**src/rtl/byte_mux_arbiter_pkg.sv**
```systemverilog
// Shared constants and state encoding for the four-requester byte arbiter.
package byte_mux_arbiter_pkg;

    localparam int NUM_REQ = 4;
    localparam int DATA_W  = 8;
    localparam int SEL_W   = 2;

    typedef enum logic {
        ST_IDLE  = 1'b0,
        ST_GRANT = 1'b1
    } state_t;

endpackage

```
**src/rtl/byte_mux_arbiter_if.sv**
```systemverilog
// Bus between four byte requesters, the arbiter and one downstream byte consumer.
interface byte_mux_arbiter_if;
    import byte_mux_arbiter_pkg::*;

    logic [NUM_REQ-1:0] req;
    logic [NUM_REQ-1:0] last;
    logic [DATA_W-1:0]  in0;
    logic [DATA_W-1:0]  in1;
    logic [DATA_W-1:0]  in2;
    logic [DATA_W-1:0]  in3;
    logic               out_ready;
    logic               out_valid;
    logic [DATA_W-1:0]  out_data;
    logic [NUM_REQ-1:0] gnt;
    logic [NUM_REQ-1:0] ack;
    logic [SEL_W-1:0]   sel;
    logic               busy;
    logic               abort;

    // Handshake: a byte transfers in every cycle where out_valid && out_ready.
    // out_valid never depends on out_ready; it mirrors the granted req, so it
    // may drop without a transfer when that requester stalls. ack marks the
    // transfer back to the granted requester in the same cycle.
    modport master (
        output req, last, in0, in1, in2, in3, out_ready,
        input  out_valid, out_data, gnt, ack, sel, busy, abort
    );

    modport slave (
        input  req, last, in0, in1, in2, in3, out_ready,
        output out_valid, out_data, gnt, ack, sel, busy, abort
    );

endinterface

```
**src/rtl/byte_mux_arbiter_mux4by1.sv**
```systemverilog
// Plain 8-bit 4:1 byte multiplexer; sel 0..3 picks in0..in3.
module mux4by1
    import byte_mux_arbiter_pkg::*;
(
    input  logic [DATA_W-1:0] in0,
    input  logic [DATA_W-1:0] in1,
    input  logic [DATA_W-1:0] in2,
    input  logic [DATA_W-1:0] in3,
    input  logic [SEL_W-1:0]  sel,
    output logic [DATA_W-1:0] out
);

    always_comb begin
        out = in0;
        case (sel)
            2'd1:    out = in1;
            2'd2:    out = in2;
            2'd3:    out = in3;
            default: out = in0;
        endcase
    end

endmodule

```
**src/rtl/byte_mux_arbiter.sv**
```systemverilog
// Round-robin burst arbiter sharing one mux4by1 among four byte requesters,
// with a beat cap for fairness and a stall timeout that aborts idle grants.
module byte_mux_arbiter
    import byte_mux_arbiter_pkg::*;
#(
    parameter int MAX_BEATS     = 16,
    parameter int STALL_TIMEOUT = 8
) (
    input  logic             clk,
    input  logic             rst,
    byte_mux_arbiter_if.slave bus
);

    localparam int BW = $clog2(MAX_BEATS + 1);
    localparam int SW = $clog2(STALL_TIMEOUT + 1);
    localparam logic [BW-1:0]      BEAT_LAST  = BW'(MAX_BEATS - 1);
    localparam logic [SW-1:0]      STALL_LAST = SW'(STALL_TIMEOUT - 1);
    localparam logic [BW-1:0]      BEAT_ONE   = BW'(1);
    localparam logic [SW-1:0]      STALL_ONE  = SW'(1);
    localparam logic [SEL_W-1:0]   SEL_ONE    = SEL_W'(1);
    localparam logic [NUM_REQ-1:0] ONE_HOT0   = NUM_REQ'(1);

    state_t             state;
    logic [NUM_REQ-1:0] gnt_q;
    logic [SEL_W-1:0]   sel_q;
    logic [SEL_W-1:0]   ptr_q;
    logic [SEL_W-1:0]   pick;
    logic [BW-1:0]      beat_cnt;
    logic [SW-1:0]      stall_cnt;
    logic               abort_q;
    logic               cur_req;
    logic               cur_last;
    logic               accept;

    // First set request at or after p, wrapping; the descending loop lets the
    // smallest offset overwrite later ones.
    function automatic logic [SEL_W-1:0] rr_pick(input logic [NUM_REQ-1:0] r,
                                                 input logic [SEL_W-1:0]   p);
        logic [SEL_W-1:0] idx;
        rr_pick = p;
        for (int i = NUM_REQ - 1; i >= 0; i--) begin
            idx = p + SEL_W'(i);
            if (r[idx]) rr_pick = idx;
        end
    endfunction

    assign pick     = rr_pick(bus.req, ptr_q);
    assign cur_req  = bus.req[sel_q];
    assign cur_last = bus.last[sel_q];

    assign bus.out_valid = (state == ST_GRANT) && cur_req;
    assign accept        = bus.out_valid && bus.out_ready;
    assign bus.ack       = accept ? (ONE_HOT0 << sel_q) : '0;
    assign bus.gnt       = gnt_q;
    assign bus.sel       = sel_q;
    assign bus.busy      = (state == ST_GRANT);
    assign bus.abort     = abort_q;

    mux4by1 u_mux (
        .in0 (bus.in0),
        .in1 (bus.in1),
        .in2 (bus.in2),
        .in3 (bus.in3),
        .sel (sel_q),
        .out (bus.out_data)
    );

    always_ff @(posedge clk or posedge rst) begin
        if (rst) begin
            state     <= ST_IDLE;
            gnt_q     <= '0;
            sel_q     <= '0;
            ptr_q     <= '0;
            beat_cnt  <= '0;
            stall_cnt <= '0;
            abort_q   <= 1'b0;
        end else begin
            abort_q <= 1'b0;
            case (state)
                ST_IDLE: begin
                    if (|bus.req) begin
                        state     <= ST_GRANT;
                        gnt_q     <= ONE_HOT0 << pick;
                        sel_q     <= pick;
                        beat_cnt  <= '0;
                        stall_cnt <= '0;
                    end
                end
                ST_GRANT: begin
                    if (accept) begin
                        stall_cnt <= '0;
                        if (cur_last || (beat_cnt == BEAT_LAST)) begin
                            state    <= ST_IDLE;
                            gnt_q    <= '0;
                            ptr_q    <= sel_q + SEL_ONE;
                            beat_cnt <= '0;
                        end else begin
                            beat_cnt <= beat_cnt + BEAT_ONE;
                        end
                    end else if (cur_req) begin
                        // Backpressure only: requester is still present.
                        stall_cnt <= '0;
                    end else if (stall_cnt == STALL_LAST) begin
                        state     <= ST_IDLE;
                        gnt_q     <= '0;
                        ptr_q     <= sel_q + SEL_ONE;
                        beat_cnt  <= '0;
                        stall_cnt <= '0;
                        abort_q   <= 1'b1;
                    end else begin
                        stall_cnt <= stall_cnt + STALL_ONE;
                    end
                end
                default: state <= ST_IDLE;
            endcase
        end
    end

endmodule

```
**src/flat_wrapper.sv**
```systemverilog
// flat-port wrapper written by rule: the top's interface ports become plain ports
module byte_mux_arbiter_flat import byte_mux_arbiter_pkg::*;
#(
    parameter int MAX_BEATS     = 16,
    parameter int STALL_TIMEOUT = 8
)
  (clk, rst, bus_req, bus_last, bus_in0, bus_in1, bus_in2, bus_in3, bus_out_ready, bus_out_valid, bus_out_data, bus_gnt, bus_ack, bus_sel, bus_busy, bus_abort);
  byte_mux_arbiter_if bus_i ();
  input  logic clk;
  input  logic rst;
  input wire logic [$bits(bus_i.req)-1:0] bus_req;
  input wire logic [$bits(bus_i.last)-1:0] bus_last;
  input wire logic [$bits(bus_i.in0)-1:0] bus_in0;
  input wire logic [$bits(bus_i.in1)-1:0] bus_in1;
  input wire logic [$bits(bus_i.in2)-1:0] bus_in2;
  input wire logic [$bits(bus_i.in3)-1:0] bus_in3;
  input wire logic [$bits(bus_i.out_ready)-1:0] bus_out_ready;
  output wire logic [$bits(bus_i.out_valid)-1:0] bus_out_valid;
  output wire logic [$bits(bus_i.out_data)-1:0] bus_out_data;
  output wire logic [$bits(bus_i.gnt)-1:0] bus_gnt;
  output wire logic [$bits(bus_i.ack)-1:0] bus_ack;
  output wire logic [$bits(bus_i.sel)-1:0] bus_sel;
  output wire logic [$bits(bus_i.busy)-1:0] bus_busy;
  output wire logic [$bits(bus_i.abort)-1:0] bus_abort;
  assign bus_i.req = bus_req;
  assign bus_i.last = bus_last;
  assign bus_i.in0 = bus_in0;
  assign bus_i.in1 = bus_in1;
  assign bus_i.in2 = bus_in2;
  assign bus_i.in3 = bus_in3;
  assign bus_i.out_ready = bus_out_ready;
  assign bus_out_valid = bus_i.out_valid;
  assign bus_out_data = bus_i.out_data;
  assign bus_gnt = bus_i.gnt;
  assign bus_ack = bus_i.ack;
  assign bus_sel = bus_i.sel;
  assign bus_busy = bus_i.busy;
  assign bus_abort = bus_i.abort;
  byte_mux_arbiter #(.MAX_BEATS(MAX_BEATS), .STALL_TIMEOUT(STALL_TIMEOUT)) u_core (.clk(clk), .rst(rst), .bus(bus_i));
endmodule
```
**config.mk**
```make
export PLATFORM = sky130hd
export DESIGN_NAME = byte_mux_arbiter_flat
export DESIGN_NICKNAME = d
export VERILOG_FILES = /design/src/rtl/byte_mux_arbiter_pkg.sv /design/src/rtl/byte_mux_arbiter_if.sv /design/src/rtl/byte_mux_arbiter_mux4by1.sv /design/src/rtl/byte_mux_arbiter.sv /design/src/flat_wrapper.sv
export SDC_FILE = /design/constraint.sdc
export NUM_CORES = 1
export LEC_CHECK = 0
export ABC_AREA = 1
export BUFFER_PORTS_ARGS = -buffer_cell sky130_fd_sc_hd__buf_4
export CORE_ASPECT_RATIO = 2
export CORE_UTILIZATION = 35
export CTS_BUF_LIST = sky130_fd_sc_hd__clkbuf_4 sky130_fd_sc_hd__clkbuf_8
export DETAILED_ROUTE_END_ITERATION = 7
export PLACE_DENSITY = 0.6
export REMOVE_ABC_BUFFERS = 1
export SLEW_MARGIN = 10
export SYNTH_ARGS = -nofsm -noshare
export SYNTH_HDL_FRONTEND = slang
export SYNTH_SLANG_ARGS = --single-unit
export TNS_END_PERCENT = 1
```
**constraint.sdc**
```tcl
create_clock -name clk -period 1.8 [get_ports clk]
set_input_delay 0.36 -clock clk [delete_from_list [all_inputs] [get_ports clk]]
set_output_delay 0.36 -clock clk [all_outputs]
set_load 0.02 [all_outputs]
```
After elaboration in Yosys (flattened, before gate mapping). Index checks and enable logic that the tools add are counted. Widths: inputs -> output; s select.

Flip-flop bits (word level): 19. Input port bits: 43. Logic and storage cells: 90. Output and inout port bits: 21.

Reduce and logical (&&, ||, !) cells: 9. Muxes and demuxes: 49. Shift-type cells: 2. Equality and inequality tests: 11. Order comparisons: 5. $add $sub $neg: 6. Bitwise logic cells: 1.

Operators with widths (number): $mux 4 (10); $mux 5 (5); $pmux 8 s3 (1); $mux 2 (8); $pmux 4 s2 (2); $lt 2x3->1 const B (5); $mux 1 (15); $bmux 1 s2 (6); $pmux 5 s2 (1); $ne 3x3->1 const B (3); $reduce_and 4->1 (2); $shl 1x2->4 const A (2); $add 5x1->5 const B (1); $eq 5x4->1 const B (1); $add 2x1->2 const B (2); $add 2x2->2 const B (2); $add 4x1->4 const B (1); $eq 2x2->1 const B (2); $eq 4x3->1 const B (1); $ne 2x2->1 const B (2); $reduce_or 4->1 (1); $reduce_and 3->1 (1); $eq 2x1->1 const B (1); $logic_and 1x1->1 (2); 6 further kinds (6).

Depth between registers and ports, before layout.
Word-level depth: 10. Gate-level depth with buffers: 13. Depth with buffers taken out: 12.

Hierarchy. A second synthesis with hierarchy kept.

Cell total of the unflattened synthesis: 221. Area total of the unflattened synthesis: 1551.5 sq um.

Modules (own cells, without submodules): byte_mux_arbiter (area each 1287.5 sq um, times used 1, cells each 174, seq. area each 475.5 sq um); mux4by1 (area each 264.0 sq um, times used 1, cells each 47, seq. area each 0.0 sq um).

Worst setup path before layout. OpenSTA, ideal clock, no wires.

Kind: register to output. Start point: register u_core.sel_q[0], in the netlist u_core.bus.sel[0]. End point: output bus_out_data[0]. Buffers on the path: 1. Arrival time: 1.755 ns. Required time: 1.440 ns. Setup slack: -0.315 ns. Stages on the path, launching flop included: 7. Cells stage by stage: dfrtp_1 inv_2 ha_1 clkbuf_1 a22o_1 a21oi_1 o21ai_0.

Cells in the longest elaborated chain, start to end: 2. Elaborated cells between the ends (all ways): 4. Classes of those cells: eq/ne: 3; mux: 1.

RTL lines: from (decl) (line byte_mux_arbiter.sv:25) `logic [SEL_W-1:0] sel_q;`; from (signal assigned) (line byte_mux_arbiter.sv:84) `sel_q <= pick;`; $eq 2x2->1 / $eq 2x1->1 (equally long branches) (line byte_mux_arbiter_mux4by1.sv:15) `case (sel)`; $pmux 8 s3 * (line byte_mux_arbiter_mux4by1.sv:15); to (decl) (line flat_wrapper.sv:19) `output wire logic [$bits(bus_i.out_data)-1:0] bus_out_data;`.

Every way passes the cells marked *; elsewhere a longest branch is shown, timed or not.

Worst setup path in the final report. Ends and elaborated chain as after synthesis.

==> run_results.csv <==
group,metric,value,unit
outcome,status,"finished with violations",
outcome,violations,"negative setup slack",
setup_path,max_stage_delay,0.42,ns
logic_synthesis,synthFlopType,"dfrtp_1",
cts,cts_tree,"yes",
final_layout,seqCellArea,476.7,um^2
logic_synthesis,synth_area_per_cell,7.145,um^2
cts,cts_root_buf,"clkbuf_8",
cts,cts_hold_buf,0,
setup_path,worstPathArrival,1.57,ns
power_and_ir_drop,pwr-share-seq,18.8,%
logic_synthesis,yosysSeqAreaShare,31.10,%
cts,cts_buffer_depth,2,
sta,hold_viol,0,
logic_synthesis,synth_compound_area_share,16.12,%
logic_synthesis,synthAdderAreaFrac,6.547,%
route,drt_iter0_drc,28,
sta,setup_slack,-0.1301,ns
setup_path,critPathLaunch,"u_core.bus.sel[0]",
logic_synthesis,synthTopCellsByArea,"dfrtp_1 (31%), nand2_1 (18%), ha_1 (6.5%), nand3_1 (5.9%), inv_1 (5.2%)",
floorplan,num_rows,33,
cts,clk_latency,0.26,ns
logic_synthesis,synth-simple-area-share,37.73,%
worst_hold_path,hold_class,"input pin to asynchronous set/reset pin",
power_and_ir_drop,cellPowerDensity,1608,nW/um^2
setup_path,r2r_start,"u_core.bus.sel[0]",
run,drv_cap,0,
global_route,antenna_found_initial,0,
power_and_ir_drop,peakVddDrop,891.6,uV
route,drc,0,
power_and_ir_drop,power_switching,1835,uW
floorplan,die_area,4653,um^2
final_layout,finish.utilization,55.73,%
sta,period_share,107.2,%
final_layout,area_growth,50.49,%
route,routed_wirelength,4263,um
logic_synthesis,yosys_register_bits,19,
power_and_ir_drop,combPwrFrac,73.2,%
cts,numClockSinks,19,
sta,final_max_slew_viol_count,0,
power_and_ir_drop,p_int,1865,uW
setup_path,endpoint_kind,"primary output",
floorplan,die_w,48.74,um
cts,clkTransAtPathRegs,0.07,ns
power_and_ir_drop,power_frac_clock,8.0,%
final_layout,nNetsFinal,345,
sta,fmax,0.5181,GHz
route,dr_total_vias,1680,
setup_path,slowest_stage,"dfrtp_1",
floorplan,start_util,37.03,%
sta,min_period,1.930,ns
setup_path,critPathMaxFanout,9,
floorplan,dieHeight,95.47,um
power_and_ir_drop,netSwitchingFraction,49.60,%
logic_synthesis,synthXorXnorAreaFrac,1.146,%
logic_synthesis,synth_top_family_by_area,"simple AND/OR/NAND/NOR gates",
sta,setup_violations,13,
floorplan,io_pins,64,
logic_synthesis,yosysTopAreaCellShare,31.10,%
placed_design,io_buffers,63,
placed_design,dp.final_hpwl,3423,um
setup_path,worst-r2r-setup-slack,0.11,ns
power_and_ir_drop,p_leak,0.001218,uW
logic_synthesis,yosysWarnings,0,
setup_path,critPathKind,"register to primary output",
placed_design,pre_cts_ws,-0.001516,ns
route,detail-route-antenna-nets,0,
placed_design,gp_congestion,0.8208,
logic_synthesis,netlist_instances,214,
setup_path,path_cells,"inv_2 > ha_4 > a22o_1 > a21oi_1 > o21ai_1 > buf_4",
global_route,grt_pass1_vias,1723,
sta,finClkSkew,0.002625,ns
sta,tightestPinTransition,0.4507,ns
cts,cts_max_level,1,
global_route,grt_overflow_total,0,
global_route,grt_max_degree,20,
route,avgRoutedWirePerCell,12.36,um
final_layout,drive_gt1_share,38.23,%
final_layout,insertedDiodeCount,0,
final_layout,fillers,418,
logic_synthesis,yosys.cell_types.count,33,
global_route,grt_use_total,19.67,%
logic_synthesis,synth_area,1529,um^2
route,dr.pass1.iters,6,
setup_path,critPathLaunchType,"register",
sta,relSlewSlack,69.84,%
logic_synthesis,synthArstFlopShare,100.0,%
logic_synthesis,yosys.area.top_type,"dfrtp_1",
final_layout,multi_input_area,1011,um^2
sta,rsz0062_at_grt,"true",
floorplan,core_area,4129,um^2
global_route,grt_pass1_wl,7169,um
logic_synthesis,synth_mux_area_share,0,%
route,viasPerCell,4.870,
logic_synthesis,synth-edff-count,0,
setup_path,crit_required,1.44,ns
cts,cts_buffers,3,
-- synth_stat cells, drive strengths merged (2+ instances only) --
cell	number
dfrtp	19
nor2	8
a22o	8
ha	8
o21ai	17
inv	24
clkbuf	4
nand4	3
nand3	22
a21oi	11
nand2	78
o22ai	2
-- routing by layer --
layer	part of all wire (%)	track usage, %	vias up
li1	-	-	872
met1	37	18.79	739
met2	55	39.93	60
met3	5.3	2.552	9
met4	2.6	9.314	0
met5	0	0	-
-- worst max-delay path: cells and delay by family (launching register included) --
kind,cells,cell delay [ns]
adder cells (fa/ha/maj),1,0.20
buffers and inverters,2,0.26
AO/OA/AOI/OAI,3,0.44
flip-flops,1,0.42
-- registers in the layout (all words and copies together) (netlist names) --
name              count
u_core.bus.abort      1
u_core.stall_cnt      4
u_core.bus.busy       1
u_core.beat_cnt       5
u_core.ptr_q          2
u_core.bus.gnt        4
u_core.bus.sel        2
-- metrics by stage --
| step | area, um^2 | cells | hold WS [ns] | power, uW | setup TNS, ns |
|---|---|---|---|---|---|
| 2_1_floorplan | 1506 | 209 | 0.3111 | 2260 | -1.895 |
| 3_3_place_gp | 2127 | 335 | 0.4068 | 3123 | 0 |
| 3_5_place_dp | 2127 | 335 | 0.4077 | 3144 | -0.001516 |
| 4_1_cts | 2276 | 345 | 0.1300 | 3685 | -1.477 |
| 5_1_grt | 2301 | 345 | 0.1439 | 4057 | -3.009 |
| 6_report | 2301 | 345 | 0.1182 | 3700 | -1.476 |
-- path summary, 6_finish.rpt --
check                                     to  depth (start not counted)
setup / recovery             bus_out_data[0]                          6
hold / removal             u_core.bus.gnt[1]                          3
setup reg to reg           u_core.bus.gnt[3]                         11
hold reg to reg            u_core.bus.gnt[1]                          2
max in group asynchronous    u_core.ptr_q[0]                          3
min in group clk           u_core.bus.gnt[1]                          2
-- area by class of cell --
class                   count  area share, %
clock buffers               3          1.794
well taps                  52          2.828
flip-flops and latches     19          20.72
inverters                  24          3.915
repair buffers             80          26.59
multi-input cells         166          43.94
clock inverters             1         0.2175
-- cell usage in the layout (no fill, tap or decap), drive strengths merged --
cell type	count
buf	80
or2	1
o21ai	17
inv	24
nor2	8
xor2	1
a22o	8
nor3	1
xnor2	1
ha	8
nand2	78
o2111ai	1
nor4	1
clkinv	1
nand3b	1
and3	1
clkbuf	3
a21oi	11
o22ai	2
nand3	22
dfrtp	19
a22oi	1
nand4	3
-- kinds of logic (layout without fill, tap and decap cells) --
family | count (synthesis) | after routing
buf+inv | 29 | 108
fa+ha+maj | 8 | 8
flops | 19 | 19
xor+xnor | 2 | 2
compound gates | 40 | 40
simple gates | 116 | 116
-- power groups by stage --
stage	sequential [uW]	clock, uW	combinational (uW)
final	696	294	2710
after global routing	714	324	3020
after CTS	691	303	2690
after detailed placement	691	0	2450
after global placement	689	0	2430
after floorplan	776	0	1480
-- what timing repair did --
| item | CTS | global route |
|---|---|---|
| buffers inserted | 6 | 0 |
| gates resized for setup | 21 | 4 |
| endpoints found under the setup margin | 12 | 21 |
| gates cloned | 0 | 0 |
| pin swaps | 2 | 1 |
No activity file was read; power rests on OpenSTA's default activity.
